$ cat config.mk
export PLATFORM = sky130hd
export DESIGN_NAME = layer_mixer_flat
export DESIGN_NICKNAME = d
export VERILOG_FILES = /design/src/rtl/layer_mixer_if.sv /design/src/rtl/layer_mixer.sv /design/src/flat_wrapper.sv
export SDC_FILE = /design/constraint.sdc
export NUM_CORES = 1
export LEC_CHECK = 0
export ABC_AREA = 1
export BUFFER_PORTS_ARGS = -buffer_cell sky130_fd_sc_hd__buf_2
export CAP_MARGIN = 40
export CORE_MARGIN = 5
export CORE_UTILIZATION = 30
export CTS_BUF_LIST = sky130_fd_sc_hd__clkbuf_4 sky130_fd_sc_hd__clkbuf_8 sky130_fd_sc_hd__clkbuf_16
export DETAILED_ROUTE_END_ITERATION = 7
export GPL_TIMING_DRIVEN = 0
export PLACE_DENSITY = 0.45
export SLEW_MARGIN = 20
export SYNTH_ARGS = -nofsm -noshare
export SYNTH_HDL_FRONTEND = slang
export SYNTH_SLANG_ARGS = --single-unit
$ cat constraint.sdc
create_clock -name clk -period 4.17 [get_ports clk]
set_input_delay 0.2085 -clock clk [delete_from_list [all_inputs] [get_ports clk]]
set_output_delay 0.2085 -clock clk [all_outputs]
set_load 0.05 [all_outputs]
$ cat src/rtl/layer_mixer_if.sv
// Bundles the layer-mixer video, layer-pixel, fade-control and VGA pin signals.
// Latency: none, wires only.
// Backpressure: none; the video stream is free-running.
interface layer_mixer_if #(
    parameter int NUM_FG = 3
);
    logic                    hsync_in;
    logic                    vsync_in;
    logic                    valid_in;
    logic [11:0]             bg_pixel;
    logic [NUM_FG*12-1:0]    fg_pixel;
    logic [1:0]              fade_cmd;
    logic                    fade_cmd_valid;
    logic                    fade_busy;
    logic [3:0]              vga_r;
    logic [3:0]              vga_g;
    logic [3:0]              vga_b;
    logic                    hsync_out;
    logic                    vsync_out;

    // Upstream side: timing generator, layer generators and fade controller.
    modport master (
        output hsync_in, vsync_in, valid_in, bg_pixel, fg_pixel,
        output fade_cmd, fade_cmd_valid,
        input  fade_busy, vga_r, vga_g, vga_b, hsync_out, vsync_out
    );

    // Mixer side.
    modport slave (
        input  hsync_in, vsync_in, valid_in, bg_pixel, fg_pixel,
        input  fade_cmd, fade_cmd_valid,
        output fade_busy, vga_r, vga_g, vga_b, hsync_out, vsync_out
    );
endinterface

$ cat src/rtl/layer_mixer.sv
// Priority layer select with a colour key, then a frame-synchronous brightness fade.
// Latency: pixel-to-pin 2 cycles; sync-to-pin LAYER_LAT+2 cycles.
// Backpressure: none; the video stream never stalls, and fade commands are dropped while busy.
module layer_mixer #(
    parameter int          NUM_FG           = 3,
    parameter int          LAYER_LAT        = 1,
    parameter logic [11:0] TRANSPARENT      = 12'hF0F,
    parameter int          FADE_STEP_FRAMES = 4
) (
    input  logic          clk,
    input  logic          rst_n,
    layer_mixer_if.slave  bus
);
    localparam int          SYNC_D = LAYER_LAT + 2;
    // Valid is consumed at stage 2, one tap before the pins, so it needs one tap fewer.
    localparam int          VLD_D  = LAYER_LAT + 1;
    localparam logic [7:0]  STEP   = 8'(FADE_STEP_FRAMES);

    typedef enum logic [1:0] {IDLE, FADE_IN, FADE_OUT} state_t;

    logic [SYNC_D-1:0] hs_tap;
    logic [SYNC_D-1:0] vs_tap;
    logic [VLD_D-1:0]  vld_tap;
    logic              vs_prev;
    logic              frame_tick;
    logic [11:0]       sel_pix;
    logic [11:0]       sel_q;
    logic [3:0]        r_q, g_q, b_q;
    state_t            state_q, state_d;
    logic [4:0]        level_q, level_d;
    logic [7:0]        cnt_q, cnt_d;
    logic              busy_q;

    // One colour channel scaled by level/16; level 16 is unity, level 0 is black.
    function automatic logic [3:0] scale(input logic [3:0] c, input logic [4:0] lvl);
        return 4'(({5'b0, c} * {4'b0, lvl}) >> 4);
    endfunction

    assign frame_tick = !bus.vsync_in && vs_prev;

    // Delay syncs and valid so they line up with the pixel pipeline.
    always_ff @(posedge clk or negedge rst_n) begin
        if (!rst_n) begin
            hs_tap  <= '1;
            vs_tap  <= '1;
            vld_tap <= '0;
            vs_prev <= 1'b1;
        end else begin
            hs_tap[0]  <= bus.hsync_in;
            vs_tap[0]  <= bus.vsync_in;
            vld_tap[0] <= bus.valid_in;
            for (int i = 1; i < SYNC_D; i++) begin
                hs_tap[i] <= hs_tap[i-1];
                vs_tap[i] <= vs_tap[i-1];
            end
            for (int i = 1; i < VLD_D; i++) begin
                vld_tap[i] <= vld_tap[i-1];
            end
            vs_prev <= bus.vsync_in;
        end
    end

    // Lowest-index opaque foreground layer wins; background is never keyed.
    always_comb begin
        sel_pix = bus.bg_pixel;
        for (int k = NUM_FG - 1; k >= 0; k--) begin
            if (bus.fg_pixel[12*k +: 12] != TRANSPARENT) begin
                sel_pix = bus.fg_pixel[12*k +: 12];
            end
        end
    end

    // Stage 1 registers the selection; stage 2 applies fade and blanking.
    always_ff @(posedge clk or negedge rst_n) begin
        if (!rst_n) begin
            sel_q <= '0;
            r_q   <= '0;
            g_q   <= '0;
            b_q   <= '0;
        end else begin
            sel_q <= sel_pix;
            if (vld_tap[LAYER_LAT]) begin
                r_q <= scale(sel_q[11:8], level_q);
                g_q <= scale(sel_q[7:4],  level_q);
                b_q <= scale(sel_q[3:0],  level_q);
            end else begin
                r_q <= '0;
                g_q <= '0;
                b_q <= '0;
            end
        end
    end

    // Fade state, brightness level, frame counter and busy flag.
    always_ff @(posedge clk or negedge rst_n) begin
        if (!rst_n) begin
            state_q <= IDLE;
            level_q <= 5'd16;
            cnt_q   <= '0;
            busy_q  <= 1'b0;
        end else begin
            state_q <= state_d;
            level_q <= level_d;
            cnt_q   <= cnt_d;
            busy_q  <= (state_d != IDLE);
        end
    end

    // Command acceptance and per-tick level stepping; the level only moves on frame ticks.
    always_comb begin
        state_d = state_q;
        level_d = level_q;
        cnt_d   = cnt_q;
        case (state_q)
            IDLE: begin
                if (bus.fade_cmd_valid) begin
                    if (bus.fade_cmd == 2'b01 && level_q < 5'd16) begin
                        state_d = FADE_IN;
                        cnt_d   = '0;
                    end else if (bus.fade_cmd == 2'b10 && level_q != 5'd0) begin
                        state_d = FADE_OUT;
                        cnt_d   = '0;
                    end
                end
            end
            FADE_IN: begin
                if (frame_tick) begin
                    if (cnt_q + 8'd1 == STEP) begin
                        cnt_d   = '0;
                        level_d = level_q + 5'd1;
                        if (level_q == 5'd15) state_d = IDLE;
                    end else begin
                        cnt_d = cnt_q + 8'd1;
                    end
                end
            end
            FADE_OUT: begin
                if (frame_tick) begin
                    if (cnt_q + 8'd1 == STEP) begin
                        cnt_d   = '0;
                        level_d = level_q - 5'd1;
                        if (level_q == 5'd1) state_d = IDLE;
                    end else begin
                        cnt_d = cnt_q + 8'd1;
                    end
                end
            end
            default: state_d = IDLE;
        endcase
    end

    assign bus.vga_r     = r_q;
    assign bus.vga_g     = g_q;
    assign bus.vga_b     = b_q;
    assign bus.hsync_out = hs_tap[SYNC_D-1];
    assign bus.vsync_out = vs_tap[SYNC_D-1];
    assign bus.fade_busy = busy_q;
endmodule

$ cat src/flat_wrapper.sv
// flat-port wrapper written by rule: the top's interface ports become plain ports
module layer_mixer_flat 
#(
    parameter int          NUM_FG           = 3,
    parameter int          LAYER_LAT        = 1,
    parameter logic [11:0] TRANSPARENT      = 12'hF0F,
    parameter int          FADE_STEP_FRAMES = 4
)
  (clk, rst_n, bus_hsync_in, bus_vsync_in, bus_valid_in, bus_bg_pixel, bus_fg_pixel, bus_fade_cmd, bus_fade_cmd_valid, bus_fade_busy, bus_vga_r, bus_vga_g, bus_vga_b, bus_hsync_out, bus_vsync_out);
  layer_mixer_if #(.NUM_FG(NUM_FG)) bus_i ();
  input  logic clk;
  input  logic rst_n;
  input wire logic [$bits(bus_i.hsync_in)-1:0] bus_hsync_in;
  input wire logic [$bits(bus_i.vsync_in)-1:0] bus_vsync_in;
  input wire logic [$bits(bus_i.valid_in)-1:0] bus_valid_in;
  input wire logic [$bits(bus_i.bg_pixel)-1:0] bus_bg_pixel;
  input wire logic [$bits(bus_i.fg_pixel)-1:0] bus_fg_pixel;
  input wire logic [$bits(bus_i.fade_cmd)-1:0] bus_fade_cmd;
  input wire logic [$bits(bus_i.fade_cmd_valid)-1:0] bus_fade_cmd_valid;
  output wire logic [$bits(bus_i.fade_busy)-1:0] bus_fade_busy;
  output wire logic [$bits(bus_i.vga_r)-1:0] bus_vga_r;
  output wire logic [$bits(bus_i.vga_g)-1:0] bus_vga_g;
  output wire logic [$bits(bus_i.vga_b)-1:0] bus_vga_b;
  output wire logic [$bits(bus_i.hsync_out)-1:0] bus_hsync_out;
  output wire logic [$bits(bus_i.vsync_out)-1:0] bus_vsync_out;
  assign bus_i.hsync_in = bus_hsync_in;
  assign bus_i.vsync_in = bus_vsync_in;
  assign bus_i.valid_in = bus_valid_in;
  assign bus_i.bg_pixel = bus_bg_pixel;
  assign bus_i.fg_pixel = bus_fg_pixel;
  assign bus_i.fade_cmd = bus_fade_cmd;
  assign bus_i.fade_cmd_valid = bus_fade_cmd_valid;
  assign bus_fade_busy = bus_i.fade_busy;
  assign bus_vga_r = bus_i.vga_r;
  assign bus_vga_g = bus_i.vga_g;
  assign bus_vga_b = bus_i.vga_b;
  assign bus_hsync_out = bus_i.hsync_out;
  assign bus_vsync_out = bus_i.vsync_out;
  layer_mixer #(.NUM_FG(NUM_FG), .LAYER_LAT(LAYER_LAT), .TRANSPARENT(TRANSPARENT), .FADE_STEP_FRAMES(FADE_STEP_FRAMES)) u_core (.clk(clk), .rst_n(rst_n), .bus(bus_i));
endmodule
==> results of run 1 <==
## sequential cells by signal, indices dropped and copies added, names as in the netlist, 3 cells and up
name              count
u_core.bus.vga_b      4
u_core.bus.vga_g      4
u_core.bus.vga_r      4
u_core.cnt_q          8
u_core.hs_tap         3
u_core.level_q        5
u_core.sel_q         12
u_core.vs_tap         3
## metal layers
metal | global-route usage | up-vias | wire [µm]
met5 | 0 | - | 0
met1 | 0.1656 | 1493 | 4583
li1 | - | 1765 | -
met3 | 0.02573 | 5 | 467
met2 | 0.1775 | 89 | 3690
met4 | 0.03868 | 0 | 119
## path summary, 6_finish.rpt
check                                      endpoint  slack (ps)  depth (start not counted)
worst max register to register  u_core.bus.vga_r[2]        1000                         16
worst max-delay path            u_core.bus.vga_r[2]        1000                         16
max in group asynchronous         u_core.level_q[4]        3080                          3
worst min register to register     u_core.hs_tap[2]         360                          0
min in group asynchronous       u_core.bus.vga_b[3]         470                          2
worst min-delay path              u_core.vld_tap[0]          30                          1
## cell families (layout without fill, tap and decap cells)
family	after synthesis	in the layout	share of synthesized area
AOI/OAI and AO/OA	76	76	0.1120
xor gates and xnor gates	13	13	0.02894
muxes	1	1	0.002862
adders and majority gates	52	52	0.1940
buffers and inverters	113	194	0.1120
and+or+nand+nor	205	205	0.2427
DFF	48	48	0.3076
## through the flow
stage               total power, W  worst slack (ps)  std cells  utilization
global placement          0.002233              1023        750       0.3537
global route              0.002947             678.7        761       0.3694
floorplan                 0.001871              1374        508            -
detailed placement        0.002242              1010        751       0.3558
finish                    0.002637             999.0        761       0.3694
CTS                       0.002689             982.3        761       0.3694
## timing repair
item	CTS	global route
hold buffers	2	0
hold endpoints to repair	23	0
resized for setup	0	0
## report_power, final
| part | internal, W | switching, W | leakage (nW) | total, W |
|---|---|---|---|---|
| clock network | 0.000240 | 0.000173 | 0.0772 | 0.000413 |
| logic | 0.000568 | 0.000994 | 1.92 | 0.00156 |
| registers | 0.000582 | 0.0000798 | 0.568 | 0.000662 |
| total | 0.00139 | 0.00125 | 2.57 | 0.00264 |
## placed cells by master (no fill, tap or decap), types with 2 or more instances in the layout
cell and count:
nand2_1 108, nor4_1 3, inv_1 92, nand2_2 9
dfstp_2 7, nand4_1 10, nor2_1 37, buf_2 73
o21ai_0 8, o21ai_1 16, o21ai_2 5, clkinv_1 2
ha_1 37, xnor2_1 5, a22oi_1 3, clkbuf_1 5
nand3b_1 2, dfrtp_1 41, nor2_4 3, nor2_2 4
clkbuf_16 5, fa_1 15, nor3_1 5, xor2_1 8
dlygate4sd3_1 2, nand2_4 3, nand3_1 16, o211ai_1 13
inv_2 8, a21oi_1 30
## area by class of cell
type | count | area share
Multi-Input combinational cell | 347 | 0.4859
Clock inverter | 2 | 0.002929
Timing Repair Buffer | 73 | 0.08466
Tap cell | 172 | 0.04579
Clock buffer | 6 | 0.02955
Sequential cell | 48 | 0.2575
Inverter | 103 | 0.08333
Buffer | 10 | 0.01038
==> metrics, run 1 <==
Crit. End Element register; max capacitance violation total 0; Final #Nets 696; Syn Area/Cell 7.744 µm²; Cell Area, Synth 3934 µm²; Num CTS Buffers 5; initial antenna violation count 0; Initial Util 0.3092; worst r2r src u_core.level_q[2]; gate count after technology mapping 508; die width 124.5 µm; Min-Delay Path Class input pin to register; hold slack final 28.41 ps; first-pass GRT wire length around 15000 µm; number of synthesis warnings 0; Slowest-stage cell, CP fa_1; DRC 0; area leader, netlist dfrtp_1; P_leak 2.566 nW; VDD IR max between 0.00015 and 0.0002 V; critical path class register to register; Total Neg Setup Slack 0 ps; clk sinks between 40 and 50; P&R area growth vs syn 19.47%; post-route cell area 4700 µm²; Core Rows 41; CP Data Required Time 4390 ps; Die Y 124.5 µm; H-tree levels 2; CTS Root Cell clkbuf_16; I/O Buffers 70; top fanout value on the critical path 10; Post-DP Area about 4500 µm²; number of synthesized flops with an enable pin 0; GPL Wtd Cong ~0.82; ys flop type dfrtp_1; # IOs 71; Synth top cells by count nand2_1, inv_1, dfrtp_1, ha_1, nor2_1; Clock Latency Late Sink 290 ps; top area cells in the synthesized netlist dfrtp_1, ha_1, nand2_1; Total Routing Usage GR 0.1172; clk buf depth 2; relative slew slack 0.5795; area of the multi-input gates 2283 µm²; setup bufs post-CTS 0; First DRT Iteration DRCs 167; status finished clean; crit path DAT 3390 ps; Antenna Nets Post-Route 0; clock slew seen by the registers of the worst setup and hold paths ~70 ps; Slew Limit Fails 0; CP bufs+invs 4; Slew @ Worst Pin 630.7 ps; Total Wirelength 8860 µm; antenna cells 0; Crit path largest cell delay 510 ps; FF+latch count, synth between 40 and 50; Layout Skew between 6 and 7 ps; top cell type's share of synthesized area 0.2608; Netlist cell types 38; RSZ-0062 raised after global routing no; Cell Pwr Density 561.0 nW/µm²; most frequent cell after synthesis nand2_1; largest net degree at the start of global routing 27; final hold vios 0; Top delay family on crit path adder cells; fin crit period 3171 ps; layout cells sized above 1 0.2190; CP cell instances buf_2, buf_1, nand2_1, fa_1, inv_1, fa_1, ha_1, nand2_1, nand2_1, nand2_1, inv_2, o21ai_1, nand2_1, nand2_1, nand2_1, nor2_1; Pre-Repair DR Iteration Count 4; DIE AREA 15500 µm²; Vias between 3000 and 4000; FF+latch area 1210 µm²; Critical Path Source Type register; routed vias/inst 4.405; dpl hpwl approximately 7500 µm; Fillers 1422; CP dominant cell by count nand2_1; final setup fails 0; vias in the first global route about 3300; asr flop ratio synth 1.000; Core Region about 13000 µm²; final worst-path cycle share 0.7604; CTS tree built; crit path launch u_core.level_q[2]; per-cell routed wire length around 12 µm; sequential-to-total area share from yosys stat 0.3076; Max Freq between 300 and 400 MHz; Hold Path Origin bus_valid_in; total global routing overflow 0; Synth Net Count 616
Note: power is estimated with default switching activity, not from simulation.
==> inputs of run 2 (changes only) <==
--- a/config.mk
+++ b/config.mk
@@ -5,7 +5,7 @@
 export SDC_FILE = /design/constraint.sdc
 export NUM_CORES = 1
 export LEC_CHECK = 0
-export ABC_AREA = 1
+export ABC_AREA = 0
 export BUFFER_PORTS_ARGS = -buffer_cell sky130_fd_sc_hd__buf_2
 export CAP_MARGIN = 40
 export CORE_MARGIN = 5
@@ -13,7 +13,7 @@
 export CTS_BUF_LIST = sky130_fd_sc_hd__clkbuf_4 sky130_fd_sc_hd__clkbuf_8 sky130_fd_sc_hd__clkbuf_16
 export DETAILED_ROUTE_END_ITERATION = 7
 export GPL_TIMING_DRIVEN = 0
-export PLACE_DENSITY = 0.45
+export PLACE_DENSITY = 0.47
 export SLEW_MARGIN = 20
 export SYNTH_ARGS = -nofsm -noshare
 export SYNTH_HDL_FRONTEND = slang
==> constraint.sdc (replaced) <==
create_clock -name clk -period 2.7 [get_ports clk]
set_input_delay 0.135 -clock clk [delete_from_list [all_inputs] [get_ports clk]]
set_output_delay 0.135 -clock clk [all_outputs]
set_load 0.05 [all_outputs]
==> metrics, run 2 <==
Final #Nets 608; Post-Synth Adder-Cell Area 0.2028; final hold vios 0; Cell Pwr Density about 1100 nW/µm²; fin crit period 2899 ps; Min-Delay Path Class input pin to register; Total Wirelength 9544 µm; largest family of logic cells by synthesized area simple AND/OR/NAND/NOR gates; First DRT Iteration DRCs 187; CP Capture Point u_core.bus.vga_g[3]; clk sinks 48; die width 122.0 µm; Total Neg Setup Slack -1397 ps; Slew @ Worst Pin 583.0 ps; Core Rows 41; routed vias/inst 4.822; dpl hpwl 7460 µm; Initial Util 0.3019; placed insts between 600 and 700; Antenna Nets Post-Route 0; GPL Wtd Cong between 0.7 and 0.8; number of synthesized flops with an enable pin 0; asr flop ratio synth 1.000; ys flop type dfrtp_1; first-pass GRT wire length 15950 µm; most common cell after layout, fill and taps aside buf_2; Simple-Gate Fraction of Synth Area 0.2104; max capacitance violation total 0; H-tree levels 2; Num CTS Buffers 5; layout cells sized above 1 0.3413; clk buf depth 2; xor-xnor portion of the synthesized cell area 0.03025; Pre-Repair DR Iteration Count 4; crit path launch u_core.level_q[1]; Compound-Gate Fraction of Synth Area 0.1759; Biggest register u_core.sel_q; Synth Net Count 504; Final WS setup -199.4 ps; Vias roughly 3200; VDD IR max roughly 0.00032 V; R2R Path End u_core.bus.vga_g[3]; sequential-to-total area share from yosys stat 0.3215; status complete, but fails checks; Clock power frac 0.130; Sequential Power Share 0.182; critical path class register to register; reg2reg setup slack -200 ps; worst r2r src u_core.level_q[1]; Max Freq 344.9 MHz; DIE AREA between 10000 and 15000 µm²; CTS Root Cell clkbuf_16; Clock Latency Late Sink 290 ps; crit path DAT 3070 ps; area leader, netlist dfrtp_1; CTS tree built; I/O Buffers 70; per-cell routed wire length about 14 µm; Cell Count, Final, Fillers Out approximately 670; Sw Ratio 0.4402; Synth top cells by count dfrtp_1, nand2_1, ha_1, inv_1, and2_1; top area cells in the synthesized netlist dfrtp_1, ha_1, fa_1; vias in the first global route 3269; Core Region around 12000 µm²; CP Data Required Time 2870 ps; FF-to-FF path depth 10; number of synthesis warnings 0; Crit. End Element register; Largest register FFs 12; largest registers u_core.sel_q (12), u_core.cnt_q (8), u_core.level_q (5); Critical Path Source Type register; Syn Area/Cell roughly 9.5 µm²; P&R area growth vs syn 32.61%; clock slew seen by the registers of the worst setup and hold paths 70 ps; total global routing overflow 0; Hold Path Origin bus_fg_pixel[6]; RSZ-0062 raised after global routing yes; Cell Int Power 0.003102 W; mux share of post-synthesis cell area 0.005319; antenna cells 0; # IOs between 70 and 80; Comb pwr share 0.688; Total Routing Usage GR 0.1332; relative slew slack 0.6099; top fanout value on the critical path 7; Netlist cell types 55; commonest non-fill, non-tap cells in the layout buf_2, nand2_1, dfrtp_1; top cell type's share of synthesized area 0.2726; Net Sw Power 0.002440 W; largest net degree at the start of global routing 30; DRC 0; FF+latch count, synth 48; Slew Limit Fails 0; Die Y 122.0 µm; initial antenna violation count 0; gate count after technology mapping 396; P_leak 2.330 nW; final worst-path cycle share 1.074; Cell Area, Synth 3764 µm²; failing checks setup timing; final setup fails 12; Layout Skew 4.125 ps
-- run 2: changes by cell type after synthesis, sizes merged, moves of 10 or more --
cell    before  now
nand3       17    7
inv        100   34
o31ai        0   11
nand2      120   41
a21oi       30   18
o21ai       29   13
o41ai        0   11
nor2        45   11
o211ai      13    3
and2         1   31
-- run 2: kinds of logic (layout without fill, tap and decap cells) --
| kind of cell | Yosys count | in the layout |
|---|---|---|
| AOI/OAI and AO/OA | 93 | 93 |
| xor gates and xnor gates | 13 | 13 |
| adders and majority gates | 52 | 52 |
| buffers and inverters | 49 | 154 |
| DFF | 48 | 48 |
| muxes | 2 | 2 |
| and+or+nand+nor | 139 | 139 |
-- run 2: what timing repair did --
item	4_1_cts	5_1_grt
endpoints found under the hold margin	19	0
pin swaps	23	10
setup buffers	23	3
gates resized for setup	17	8
setup endpoints to repair	12	20
hold buffers	4	0
-- run 2: cell type report --
| type | instances | area [µm²] |
|---|---|---|
| well taps | 172 | 215.2 |
| fillers | 1257 | 7475 |
| clock inverters | 1 | 30.03 |
| repair buffers | 101 | 605.6 |
| multi-input cells | 299 | 2549 |
| flip-flops and latches | 48 | 1214 |
| clock buffers | 7 | 140.1 |
| inverters | 34 | 127.6 |
| plain buffers | 11 | 110.1 |
-- run 2: worst max-delay path, cell delays in order (launching register included) --
cell	delay (ps)
dfrtp_2	470
and2_4	170
fa_1	550
inv_2	40
fa_1	530
inv_2	50
ha_4	270
nand4_1	110
o2111ai_2	280
a2111oi_2	110
o21bai_1	180
-- run 2: stage by stage --
stage | hold slack, ps | worst slack (ps) | area [µm²] | utilization | total power (W)
after floorplan | -160.6 | -162.3 | 3930 | - | 0.003550
after global placement | 243.0 | -502.4 | 4496 | 0.3606 | 0.004241
after detailed placement | 119.7 | -558.2 | 4516 | 0.3622 | 0.004280
after CTS | 50.84 | -243.7 | 4936 | 0.3960 | 0.005467
after global routing | 60.12 | -335.7 | 4991 | 0.4004 | 0.006081
final | 60.64 | -199.4 | 4991 | 0.4004 | 0.005542
-- run 2: layer usage --
layer  routed length (µm)  global-route usage  up-vias
li1                     -                   -     1632
met1                 4839              0.1931     1511
met2                 4039              0.2003       94
met3                  548             0.02925        8
met4                  116             0.03571        0
met5                    0                   0        -
-- run 2: worst min path at each step --
stage	end	slack (ps)	cells after the start
global placement	u_core.hs_tap[0]	240	1
CTS	u_core.sel_q[6]	50	2
finish	u_core.sel_q[6]	60	2
global route	u_core.sel_q[5]	60	2
floorplan	u_core.bus.fade_busy	-160	0
detailed placement	u_core.state_q[0]	120	1
-- run 2: power groups by stage --
| stage | Sequential (W) | Clock (W) | Combinational [W] |
|---|---|---|---|
| detailed placement | 0.00102 | 0 | 0.00326 |
| CTS | 0.00101 | 0.000756 | 0.00370 |
| global placement | 0.00102 | 0 | 0.00322 |
| floorplan | 0.00124 | 0 | 0.00231 |
| finish | 0.00101 | 0.000720 | 0.00381 |
| global route | 0.00103 | 0.000785 | 0.00426 |
==> inputs of run 3 (changes only) <==
--- a/config.mk
+++ b/config.mk
@@ -10,7 +10,6 @@
 export CAP_MARGIN = 40
 export CORE_MARGIN = 5
 export CORE_UTILIZATION = 30
-export CTS_BUF_LIST = sky130_fd_sc_hd__clkbuf_4 sky130_fd_sc_hd__clkbuf_8 sky130_fd_sc_hd__clkbuf_16
 export DETAILED_ROUTE_END_ITERATION = 7
 export GPL_TIMING_DRIVEN = 0
 export PLACE_DENSITY = 0.47
==> metrics, run 3 (synthesized netlist as in run 2, its figures left out) <==
Hold Path Origin bus_fg_pixel[6]; vias in the first global route roughly 3300; power consumption between 0.005 and 0.006 W; Slew @ Worst Pin 583.7 ps; RSZ-0062 raised after global routing yes; CP cell instances and2_4, fa_1, inv_2, fa_1, inv_2, ha_4, nand4_1, o2111ai_2, a2111oi_2, o21bai_1; total global routing overflow 0; Antenna Nets Post-Route 0; Max Freq 345.1 MHz; layout cells sized above 1 0.3373; Final WS setup -197.5 ps; Core Rows 41; # IOs 71; failing checks setup timing; CTS Root Cell clkbuf_16; Pre-Repair DR Iteration Count 4; Slowest-stage cell, CP fa_1; Initial Util 0.3019; hold slack final 60.43 ps; largest net degree at the start of global routing 30; Clock Latency Late Sink 290 ps; dpl hpwl 7460 µm; CTS tree built; final setup fails 12; Die Y 122.0 µm; Top delay family on crit path adder cells; Cell Pwr Density 1109 nW/µm²; VDD IR max 0.0003183 V; fin crit period 2897 ps; Core Region around 12000 µm²; commonest non-fill, non-tap cells in the layout buf_2, nand2_1, dfrtp_1; relative slew slack 0.6094; CP Data Required Time 2870 ps; Layout Skew 4.270 ps; P_leak between 2 and 2.5 nW; worst r2r src u_core.level_q[1]; Total Wirelength around 9600 µm; final hold vios 0; Total Routing Usage GR 0.1332; Crit path largest cell delay 550 ps; final worst-path cycle share 1.073; Vias 3262; GPL Wtd Cong ~0.8; top fanout value on the critical path 7; P&R area growth vs syn 32.41%; H-tree levels 2; initial antenna violation count 0; clk sinks 48; critical path class register to register; Fillers 1256; First DRT Iteration DRCs 194; die width 122.0 µm; max capacitance violation total 0; routed vias/inst approximately 4.8; Largest register FFs 12; most common cell after layout, fill and taps aside buf_2; DRC 0; largest registers u_core.sel_q (12), u_core.cnt_q (8), u_core.level_q (5); Min-Delay Path Class input pin to register; clk buf depth 2; Slew Limit Fails 0; Biggest register u_core.sel_q; Final #Nets 608; antenna cells 0; clock slew seen by the registers of the worst setup and hold paths 70 ps; status complete, but fails checks; placed insts 639; Crit. End Element register; first-pass GRT wire length 15950 µm; Critical Path Source Type register; CP bufs+invs 2; crit path DAT roughly 3000 ps; DIE AREA 14890 µm²; Cell Count, Final, Fillers Out around 670; Num CTS Buffers 5; I/O Buffers 70; per-cell routed wire length around 14 µm; crit path launch u_core.level_q[1]
-- run 3: cell counts in the layout (fill, tap and decap cells not counted) --
No cell type changed its count.
-- run 3: what timing repair did --
item,CTS,global route
pin swaps,23,10
buffers inserted,23,3
gates cloned,0,0
hold buffers,4,0
hold endpoints to repair,19,0
setup endpoints to repair,12,20
gates resized for setup,17,8
-- run 3: metrics by stage --
step                      instance area, µm²  TNS, ps    util  setup slack (ps)
after CTS                               4928    -1367  0.3954            -242.6
after global routing                    4984    -3151  0.3998            -334.6
after floorplan                         3930   -617.0       -            -162.3
final                                   4984    -1373  0.3998            -197.5
after global placement                  4496    -4498  0.3606            -502.4
after detailed placement                4516    -4965  0.3622            -558.2
-- run 3: cell type report --
class / instances / area [µm²] / share of cell area
multi-input cells: 299 / 2549 / 0.5114
flip-flops and latches: 48 / 1214 / 0.2435
repair buffers: 101 / 605.6 / 0.1215
well taps: 172 / 215.2 / 0.04318
clock buffers: 7 / 132.6 / 0.02661
inverters: 34 / 127.6 / 0.02561
plain buffers: 11 / 110.1 / 0.02209
clock inverters: 1 / 30.03 / 0.006026
-- run 3: path summary, 6_finish.rpt --
check	end	slack (ps)	cells past startpoint
worst max-delay path	u_core.bus.vga_g[3]	-200	10
worst max register to register	u_core.bus.vga_g[3]	-200	10
min in group asynchronous	u_core.state_q[0]	340	2
max in group asynchronous	u_core.vs_tap[2]	1790	3
worst min-delay path	u_core.sel_q[6]	60	2
worst min register to register	u_core.hs_tap[1]	360	0
-- run 3: power breakdown --
| part | internal, W | switching, W |
|---|---|---|
| sequential | 0.000895 | 0.000115 |
| combinational | 0.00175 | 0.00207 |
| clock | 0.000438 | 0.000264 |
| total | 0.00308 | 0.00244 |
-- run 3: routing by layer --
layer	global-route usage	wire [µm]
met4	0.03571	116
met5	0	0
met2	0.1999	4058
met3	0.02925	543
met1	0.1934	4841
